`config.mk`:
```
export PLATFORM = sky130hd
export DESIGN_NAME = m5_writeback_flat
export DESIGN_NICKNAME = d
export VERILOG_FILES = /design/src/rtl/m5_writeback_pkg.sv /design/src/rtl/m5_writeback_if.sv /design/src/rtl/m5_writeback_entry.sv /design/src/rtl/m5_writeback.sv /design/src/flat_wrapper.sv
export SDC_FILE = /design/constraint.sdc
export NUM_CORES = 1
export LEC_CHECK = 0
export CORE_ASPECT_RATIO = 1.25
export CORE_MARGIN = 2
export CORE_UTILIZATION = 41
export CTS_BUF_LIST = sky130_fd_sc_hd__clkbuf_4
export DETAILED_ROUTE_END_ITERATION = 6
export GPL_TIMING_DRIVEN = 0
export PLACE_DENSITY_LB_ADDON = 0.05
export SYNTH_ARGS = -nofsm -noshare
export SYNTH_HDL_FRONTEND = slang
export SYNTH_SLANG_ARGS = --single-unit
```
`constraint.sdc`:
```
create_clock -name clk -period 3.04 [get_ports clk]
set_input_delay 0.76 -clock clk [delete_from_list [all_inputs] [get_ports clk]]
set_output_delay 0.76 -clock clk [all_outputs]
set_load 0.02 [all_outputs]
```
`src/rtl/m5_writeback_pkg.sv`:
```
// rtl/m5_writeback_pkg.sv - shared widths for the multiplier writeback stage
package m5_writeback_pkg;

    localparam int REG_SIZE = 32;
    localparam int DST_W    = 5;

    // Packed entry payload {overflow, zero, dst, result}; the valid bit lives beside it in m5_entry.
    localparam int MUL_ENTRY_W = REG_SIZE + 7;

    function automatic int payload_w(input int result_w);
        return result_w + 2 + DST_W;
    endfunction

endpackage

```
`src/rtl/m5_writeback_if.sv`:
```
// rtl/m5_writeback_if.sv - M4 input, register-file write port and hazard report bundle
interface m5_writeback_if
    import m5_writeback_pkg::*;
#(
    parameter int WIDTH = REG_SIZE
) ();

    logic             in_valid;
    logic [WIDTH-1:0] m4result;
    logic             zero;
    logic             overflow;
    logic [DST_W-1:0] dst;
    logic             in_ready;
    logic             flush;
    logic             wb_grant;
    logic             wb_req;
    logic             wb_we;
    logic [WIDTH-1:0] wb_data;
    logic [DST_W-1:0] wb_dst;
    logic             wb_zero;
    logic             exc_overflow;
    logic [1:0]       pend_valid;
    logic [DST_W-1:0] pend_dst0;
    logic [DST_W-1:0] pend_dst1;

    modport master (
        output in_valid, m4result, zero, overflow, dst, flush, wb_grant,
        input  in_ready, wb_req, wb_we, wb_data, wb_dst, wb_zero,
        input  exc_overflow, pend_valid, pend_dst0, pend_dst1
    );

    modport slave (
        input  in_valid, m4result, zero, overflow, dst, flush, wb_grant,
        output in_ready, wb_req, wb_we, wb_data, wb_dst, wb_zero,
        output exc_overflow, pend_valid, pend_dst0, pend_dst1
    );

endinterface

```
`src/rtl/m5_writeback_entry.sv`:
```
// rtl/m5_writeback_entry.sv - m5_entry: one buffered result with load and clear enables
module m5_entry #(
    parameter int W = 8
) (
    input  logic         clk,
    input  logic         reset,
    input  logic         i_load,
    input  logic         i_clear,
    input  logic [W-1:0] i_data,
    output logic         o_valid,
    output logic [W-1:0] o_data
);

    logic         r_valid;
    logic [W-1:0] r_data;

    // Clear wins over load so a flush can never leave a stale entry valid.
    always_ff @(posedge clk) begin
        if (reset || i_clear) begin
            r_valid <= 1'b0;
            r_data  <= '0;
        end else if (i_load) begin
            r_valid <= 1'b1;
            r_data  <= i_data;
        end
    end

    assign o_valid = r_valid;
    assign o_data  = r_data;

endmodule

```
`src/rtl/m5_writeback.sv`:
```
// rtl/m5_writeback.sv - multiplier writeback: head + skid buffer feeding the register-file port
module m5_writeback
    import m5_writeback_pkg::*;
#(
    parameter int WIDTH = REG_SIZE
) (
    input  logic           clk,
    input  logic           reset,
    m5_writeback_if.slave  bus
);

    localparam int PW = payload_w(WIDTH);

    logic             w_head_valid;
    logic             w_skid_valid;
    logic [PW-1:0]    w_head_data;
    logic [PW-1:0]    w_skid_data;
    logic [PW-1:0]    w_in_data;
    logic             w_head_ov;
    logic             w_head_zero;
    logic [DST_W-1:0] w_head_dst;
    logic             w_accept;
    logic             w_head_retire;
    logic             w_head_load;
    logic             w_head_clear;
    logic [PW-1:0]    w_head_d;
    logic             w_skid_load;
    logic             w_skid_clear;

    assign w_in_data   = {bus.overflow, bus.zero, bus.dst, bus.m4result};
    assign w_head_ov   = w_head_data[PW-1];
    assign w_head_zero = w_head_data[PW-2];
    assign w_head_dst  = w_head_data[PW-3 -: DST_W];

    // in_ready depends only on registered state, so M4 never sees a combinational loop.
    assign w_accept      = bus.in_valid & ~w_skid_valid & ~bus.flush;
    assign w_head_retire = w_head_valid & (bus.wb_grant | w_head_ov | (w_head_dst == '0));

    always_comb begin
        w_head_load  = 1'b0;
        w_head_clear = 1'b0;
        w_head_d     = w_in_data;
        w_skid_load  = 1'b0;
        w_skid_clear = 1'b0;
        if (bus.flush) begin
            w_head_clear = 1'b1;
            w_skid_clear = 1'b1;
        end else if (w_head_retire) begin
            if (w_skid_valid) begin
                w_head_load  = 1'b1;
                w_head_d     = w_skid_data;
                w_skid_clear = 1'b1;
            end else if (w_accept) begin
                w_head_load  = 1'b1;
            end else begin
                w_head_clear = 1'b1;
            end
        end else if (w_accept) begin
            if (w_head_valid) begin
                w_skid_load = 1'b1;
            end else begin
                w_head_load = 1'b1;
            end
        end
    end

    m5_entry #(.W(PW)) u_head (
        .clk     (clk),
        .reset   (reset),
        .i_load  (w_head_load),
        .i_clear (w_head_clear),
        .i_data  (w_head_d),
        .o_valid (w_head_valid),
        .o_data  (w_head_data)
    );

    m5_entry #(.W(PW)) u_skid (
        .clk     (clk),
        .reset   (reset),
        .i_load  (w_skid_load),
        .i_clear (w_skid_clear),
        .i_data  (w_in_data),
        .o_valid (w_skid_valid),
        .o_data  (w_skid_data)
    );

    assign bus.in_ready     = ~w_skid_valid;
    assign bus.wb_req       = w_head_valid & ~w_head_ov & (w_head_dst != '0);
    // Reset and flush both squash side effects of the cycle they occur in.
    assign bus.wb_we        = bus.wb_req & bus.wb_grant & ~bus.flush & ~reset;
    assign bus.exc_overflow = w_head_valid & w_head_ov & ~bus.flush & ~reset;
    assign bus.wb_data      = w_head_data[WIDTH-1:0];
    assign bus.wb_dst       = w_head_dst;
    assign bus.wb_zero      = w_head_zero;
    assign bus.pend_valid   = {w_skid_valid, w_head_valid};
    assign bus.pend_dst0    = w_head_dst;
    assign bus.pend_dst1    = w_skid_data[PW-3 -: DST_W];

endmodule

```
`src/flat_wrapper.sv`:
```
// flat-port wrapper written by rule: the top's interface ports become plain ports
module m5_writeback_flat import m5_writeback_pkg::*;
#(
    parameter int WIDTH = REG_SIZE
)
  (clk, reset, bus_in_valid, bus_m4result, bus_zero, bus_overflow, bus_dst, bus_flush, bus_wb_grant, bus_in_ready, bus_wb_req, bus_wb_we, bus_wb_data, bus_wb_dst, bus_wb_zero, bus_exc_overflow, bus_pend_valid, bus_pend_dst0, bus_pend_dst1);
  m5_writeback_if #(.WIDTH(WIDTH)) bus_i ();
  input  logic clk;
  input  logic reset;
  input wire logic [$bits(bus_i.in_valid)-1:0] bus_in_valid;
  input wire logic [$bits(bus_i.m4result)-1:0] bus_m4result;
  input wire logic [$bits(bus_i.zero)-1:0] bus_zero;
  input wire logic [$bits(bus_i.overflow)-1:0] bus_overflow;
  input wire logic [$bits(bus_i.dst)-1:0] bus_dst;
  input wire logic [$bits(bus_i.flush)-1:0] bus_flush;
  input wire logic [$bits(bus_i.wb_grant)-1:0] bus_wb_grant;
  output wire logic [$bits(bus_i.in_ready)-1:0] bus_in_ready;
  output wire logic [$bits(bus_i.wb_req)-1:0] bus_wb_req;
  output wire logic [$bits(bus_i.wb_we)-1:0] bus_wb_we;
  output wire logic [$bits(bus_i.wb_data)-1:0] bus_wb_data;
  output wire logic [$bits(bus_i.wb_dst)-1:0] bus_wb_dst;
  output wire logic [$bits(bus_i.wb_zero)-1:0] bus_wb_zero;
  output wire logic [$bits(bus_i.exc_overflow)-1:0] bus_exc_overflow;
  output wire logic [$bits(bus_i.pend_valid)-1:0] bus_pend_valid;
  output wire logic [$bits(bus_i.pend_dst0)-1:0] bus_pend_dst0;
  output wire logic [$bits(bus_i.pend_dst1)-1:0] bus_pend_dst1;
  assign bus_i.in_valid = bus_in_valid;
  assign bus_i.m4result = bus_m4result;
  assign bus_i.zero = bus_zero;
  assign bus_i.overflow = bus_overflow;
  assign bus_i.dst = bus_dst;
  assign bus_i.flush = bus_flush;
  assign bus_i.wb_grant = bus_wb_grant;
  assign bus_in_ready = bus_i.in_ready;
  assign bus_wb_req = bus_i.wb_req;
  assign bus_wb_we = bus_i.wb_we;
  assign bus_wb_data = bus_i.wb_data;
  assign bus_wb_dst = bus_i.wb_dst;
  assign bus_wb_zero = bus_i.wb_zero;
  assign bus_exc_overflow = bus_i.exc_overflow;
  assign bus_pend_valid = bus_i.pend_valid;
  assign bus_pend_dst0 = bus_i.pend_dst0;
  assign bus_pend_dst1 = bus_i.pend_dst1;
  m5_writeback #(.WIDTH(WIDTH)) u_core (.clk(clk), .reset(reset), .bus(bus_i));
endmodule
```
# Word level (Yosys, flattened, before mapping)
# Index checks and enable logic that the tools add are counted.
# op_classes
mux,20
reduce_logical,4
bitwise_logic,17
# ops
cell,count
two-way mux 39 bit,3
two-way mux 1 bit,17
AND 1 bit,11
zero test 5 bit,1
nonzero test 5 bit,1
NOT 1 bit,4
logical OR 1 bit,2
OR 1 bit,2
# totals
output_inout_bits,54
ff_bits,80
inputBits,44
elab_cells,45

# Longest topological paths before layout
# depth
ltp_word,8
ltp_mapped,7
ltp_nobuf,4

# Cells and area by module
# From an unflattened synthesis, not the netlist that was laid out.
# hier_totals
cells_unflattened,333
area_unflattened_um2,3545.9
# by_module_without_submodules
module,seq_area_each_um2,cells_per_inst,area_each_um2,n_inst
m5_entry,800.8,131,1436.4,2
m5_writeback,0.0,71,673.1,1

# Least setup slack after synthesis
# No wires, ideal clock.
# synth_path
path_type,reg2out
startpoint,"register u_core.u_head.r_data[33], in the netlist u_core.u_head.o_data[33]"
endpoint,output port bus_wb_we
path_stages_with_launch,5
arrival_ns,1.517
setup_slack_ns,0.763
t_required_ns,2.280
path_buffers,1
cell_sequence,dfxtp_1 -> or4_4 -> buf_6 -> o211a_1 -> and3_1
# synth_via
elab_chain_cells,5
# synth_rtl
item,line_no,source
start: declaration,m5_writeback_entry.sv:15,logic [W-1:0] r_data;
start signal: assignment,m5_writeback_entry.sv:24,r_data <= i_data;
nonzero test 5 bit,m5_writeback.sv:88,assign bus.wb_req = w_head_valid & ~w_head_ov & (w_head_dst != '0);
AND 1 bit,m5_writeback.sv:88,
named net bus_wb_req,flat_wrapper.sv:18,output wire logic [$bits(bus_i.wb_req)-1:0] bus_wb_req;
AND 1 bit (3 in series),m5_writeback.sv:90,assign bus.wb_we = bus.wb_req & bus.wb_grant & ~bus.flush & ~reset;
end: declaration,flat_wrapper.sv:19,output wire logic [$bits(bus_i.wb_we)-1:0] bus_wb_we;
# The timed path passes the listed nets, and every way through them passes these cells.

# Worst setup path in the final report
# layout_path
startpoint,"register u_core.u_head.r_data[33], in the netlist u_core.u_head.o_data[33]"
endpoint,output port bus_wb_we
# layout_via
elab_chain_cells,5
# layout_rtl
item,line_no
nonzero test 5 bit,m5_writeback.sv:88
AND 1 bit,m5_writeback.sv:88
AND 1 bit (3 in series),m5_writeback.sv:90
# No other way between the ends.

==> impl_results.md <==
* Setup Skew at 11.75 ps
* Async S/R FF share, synth at 0
* Worst reg2reg endpoint: u_core.u_head.o_data[34]
* Fin area at 5374 sq um
* Req. time, crit path at ~2300 ps
* CP Capture Type: output pin
* Post-synth net total at 479
* Reg clk slew, reported paths at roughly 120 ps
* Antenna violations before repair at 0
* Slew @ Worst Pin at 559.1 ps
* Post-synth top area cell: dfxtp_1
* Hold depth at 2
* DRC Markers at 0
* Slowest-stage cell, CP: or4_4
* Fin util at 0.5563
* Hold path endpoint: u_core.u_head.o_data[2]
* Netlist Area Pre-Place at slightly above 4000 sq um
* CTS max path bufs at 2
* WP data arrival at roughly 2200 ps
* Largest net degree at the start of global routing at 13
* Peak supply drop at 0.2473 mV
* Placement row count at 40
* Multiplexer area fraction after synthesis at 0.09530
* PwrDens at around 390 nW/um^2
* Synth warn at 0
* Via count at between 3,000 and 4,000
* ANT nets after route at 0
* First-pass GRT wire length at between 15 and 20 mm
* Post-synthesis cell count at 435
* Status: completed
* Max Slew Vio Count at 0
* Path type of the worst setup path: register to output pin
* Area share of the largest cell type after synthesis at 0.3910
* Synth Area in XOR/XNOR at 0
* Fill cells at between 900 and 1,000
* CTS tree: built
* DP HPWL at 7.511 mm
* Sequential fraction of the synthesis area at 0.3910
* Gr ovfl total at 0
* FF-to-FF Start: u_core.u_skid.o_valid
* Port buffer count at 97
* Vias in the first global route at between 3,000 and 4,000
* Simple-Gate Fraction of Synth Area at 0.1353
* I/O pins at 98
* Hold Startpoint: u_core.u_skid.o_data[2]
* DP Area at roughly 5200 sq um
* Adder-Cell Fraction of Synth Area at 0
* F_max at ~340 MHz
* Gp weighted congestion at ~0.75
* DIE WIDTH at ~93 um
* Crit-path max cell delay at 530 ps
* Clk Latency, worst-skew pair at 440 ps
* WL/cell at between 15 and 20 um
* Synth Area per Inst at 9.417 sq um
* Die area at roughly 11,000 sq um
* # clock sinks at 80
* Worst R2R Path Depth at 5
* CTS root buf: clkbuf_4
* Layout area overhead at 31.18%
* Max_slew headroom at 0.6273
* Hold_buf cts at 0
* Final Hold Violating Endpoints at 0
* Reg-to-reg setup timing slack at around 740 ps
* Critical path cell sequence: or4_4, buf_6, o211a_1, and3_1, dlygate4sd2_1
* Max Cap Viol at 0
* Via/cell ratio at approximately 5.4
* Min Hold Slack at roughly 500 ps
* Number of synthesized flops with an enable pin at 0
* DRT Pass-1 Iters at 4
* Unrepaired setup endpoints after global routing: false
* GRT Util Overall at 0.2033
* P_leak at 0.002140 uW
* Core footprint at slightly below 10,000 sq um
* Synth Area in Compound Gates at 0.2089
* Yosys reg bits at 80
* Total inserted antenna cells at 0
* TritonCTS Buffers at 9
* Largest cells by area after synthesis: dfxtp_1, buf_4, mux2i_1
* Setup bufs post-CTS at 0
* Top FF cell, synth: dfxtp_1
* Initial core utilization at 0.4241
* Startpoint Class: register
* Final #Nets at roughly 600
* Worst min path class: register to register
* Largest family of logic cells by synthesized area: compound AO/OA/AOI/OAI gates
* Detailed Route WL at approximately 11 mm
* Max Fanout on Critical Path at 5
* H-tree Lvls at 3
* Initial DRC Count at ~150
* Setup violators final at 0
* Die Ht at around 120 um
* Share of cells above drive strength 1 at 0.2450
* Synth unique cells at 29
* Final Critical Period at 2952 ps
* Crit share post-route at 0.9710
-- cells in the final DEF, fill, tap and decap left out, types with 2 or more instances in the layout --
cell type / Yosys / routed
clkdlybuf4s50_1: 0 / 94
dfxtp_1: 80 / 79
buf_4: 53 / 53
a21oi_1: 41 / 41
o21ai_0: 39 / 39
nand4_1: 39 / 39
a311oi_1: 39 / 39
mux2i_1: 39 / 39
nor2_2: 39 / 39
clkbuf_1: 22 / 21
buf_2: 11 / 11
clkbuf_4: 0 / 9
buf_6: 6 / 6
buf_12: 4 / 4
clkinv_1: 0 / 4
inv_1: 3 / 3
dlygate4sd2_1: 0 / 3
and3_1: 2 / 2
nand2_1: 2 / 2
o21ai_4: 2 / 2
bufinv_16: 0 / 2
-- cells by family (layout without fill, tap and decap cells) --
logic type	after synthesis	in the layout
multiplexers	39	39
buffers and inverters	99	211
AO/OA/AOI/OAI	128	128
AND/OR/NAND/NOR	89	89
flip-flops	80	80
-- metrics by stage --
step / std cells / setup WS (ps) / TNS (ps) / total power, uW
floorplan: 435 / 762.8 / 0 / 1290
global placement: 658 / -178.6 / -304.9 / 1435
detailed placement: 658 / -175.5 / -313.6 / 1438
CTS: 673 / 42.80 / 0 / 2104
global route: 673 / 24.84 / 0 / 2167
finish: 673 / 88.18 / 0 / 2089
-- metal layers --
layer  up-vias  global-route usage  wire length [um]
met1      1719              0.2631              4793
met4         0             0.09020               220
met3        15             0.02666               553
li1       1776                   -                 -
met5         -                   0                 0
met2       123              0.3391              5498
-- sequential cells by signal (all words and copies together) (netlist names) --
signal and flops:
u_core.u_skid.o_data 39, u_core.u_head.o_data 39, u_core.u_head.o_valid 1, u_core.u_skid.o_valid 1
-- critical path: cells and delay by family, from the launching register on --
family | cells | cell delay [ps]
DFF | 1 | 360
and+or+nand+nor | 2 | 700
AOI/OAI and AO/OA | 1 | 230
buffers and inverters | 2 | 460
-- synthesized netlist by cell type (all sizes together), types with 2 or more instances --
cell type,count
a21oi,42
nand2,2
nand4,39
nor2,41
a311oi,39
inv,3
dfxtp,80
and3,2
mux2i,39
o21ai,41
clkbuf,22
buf,74
-- how the worst max path moves through the flow --
stage	from	to	slack [ps]	cells past startpoint
4_1_cts	u_core.u_head.o_data[33]	bus_wb_we	40	5
2_1_floorplan	u_core.u_head.o_data[33]	bus_wb_we	760	4
3_3_place_gp	bus_flush	bus_exc_overflow	-180	4
5_1_grt	u_core.u_head.o_data[33]	bus_wb_we	20	5
3_5_place_dp	bus_flush	bus_exc_overflow	-180	4
6_report	u_core.u_head.o_data[33]	bus_wb_we	90	5
-- where the power goes --
group          switching [uW]  internal [uW]  total, uW
Combinational             170            167        337
Clock                     354            319        673
Sequential               12.8           1070       1080
-- final cells by class --
class                      count  area [sq um]  share of cell area
clock buffer                   9         67.56             0.01257
timing repair buffer          97         967.2              0.1800
clock inverter                 6         75.07             0.01397
multi-input combinational    256          1808              0.3364
sequential                    80          1603              0.2983
tap                          126         157.7             0.02934
buffer                        96         684.4              0.1274
inverter                       3         11.26            0.002095
-- timing repair --
item / in CTS / in global routing
resized for setup: 6 / 1
setup endpoints to repair: 3 / 1
hold endpoints to repair: 0 / 0
Note: power is estimated with default switching activity, not from simulation.
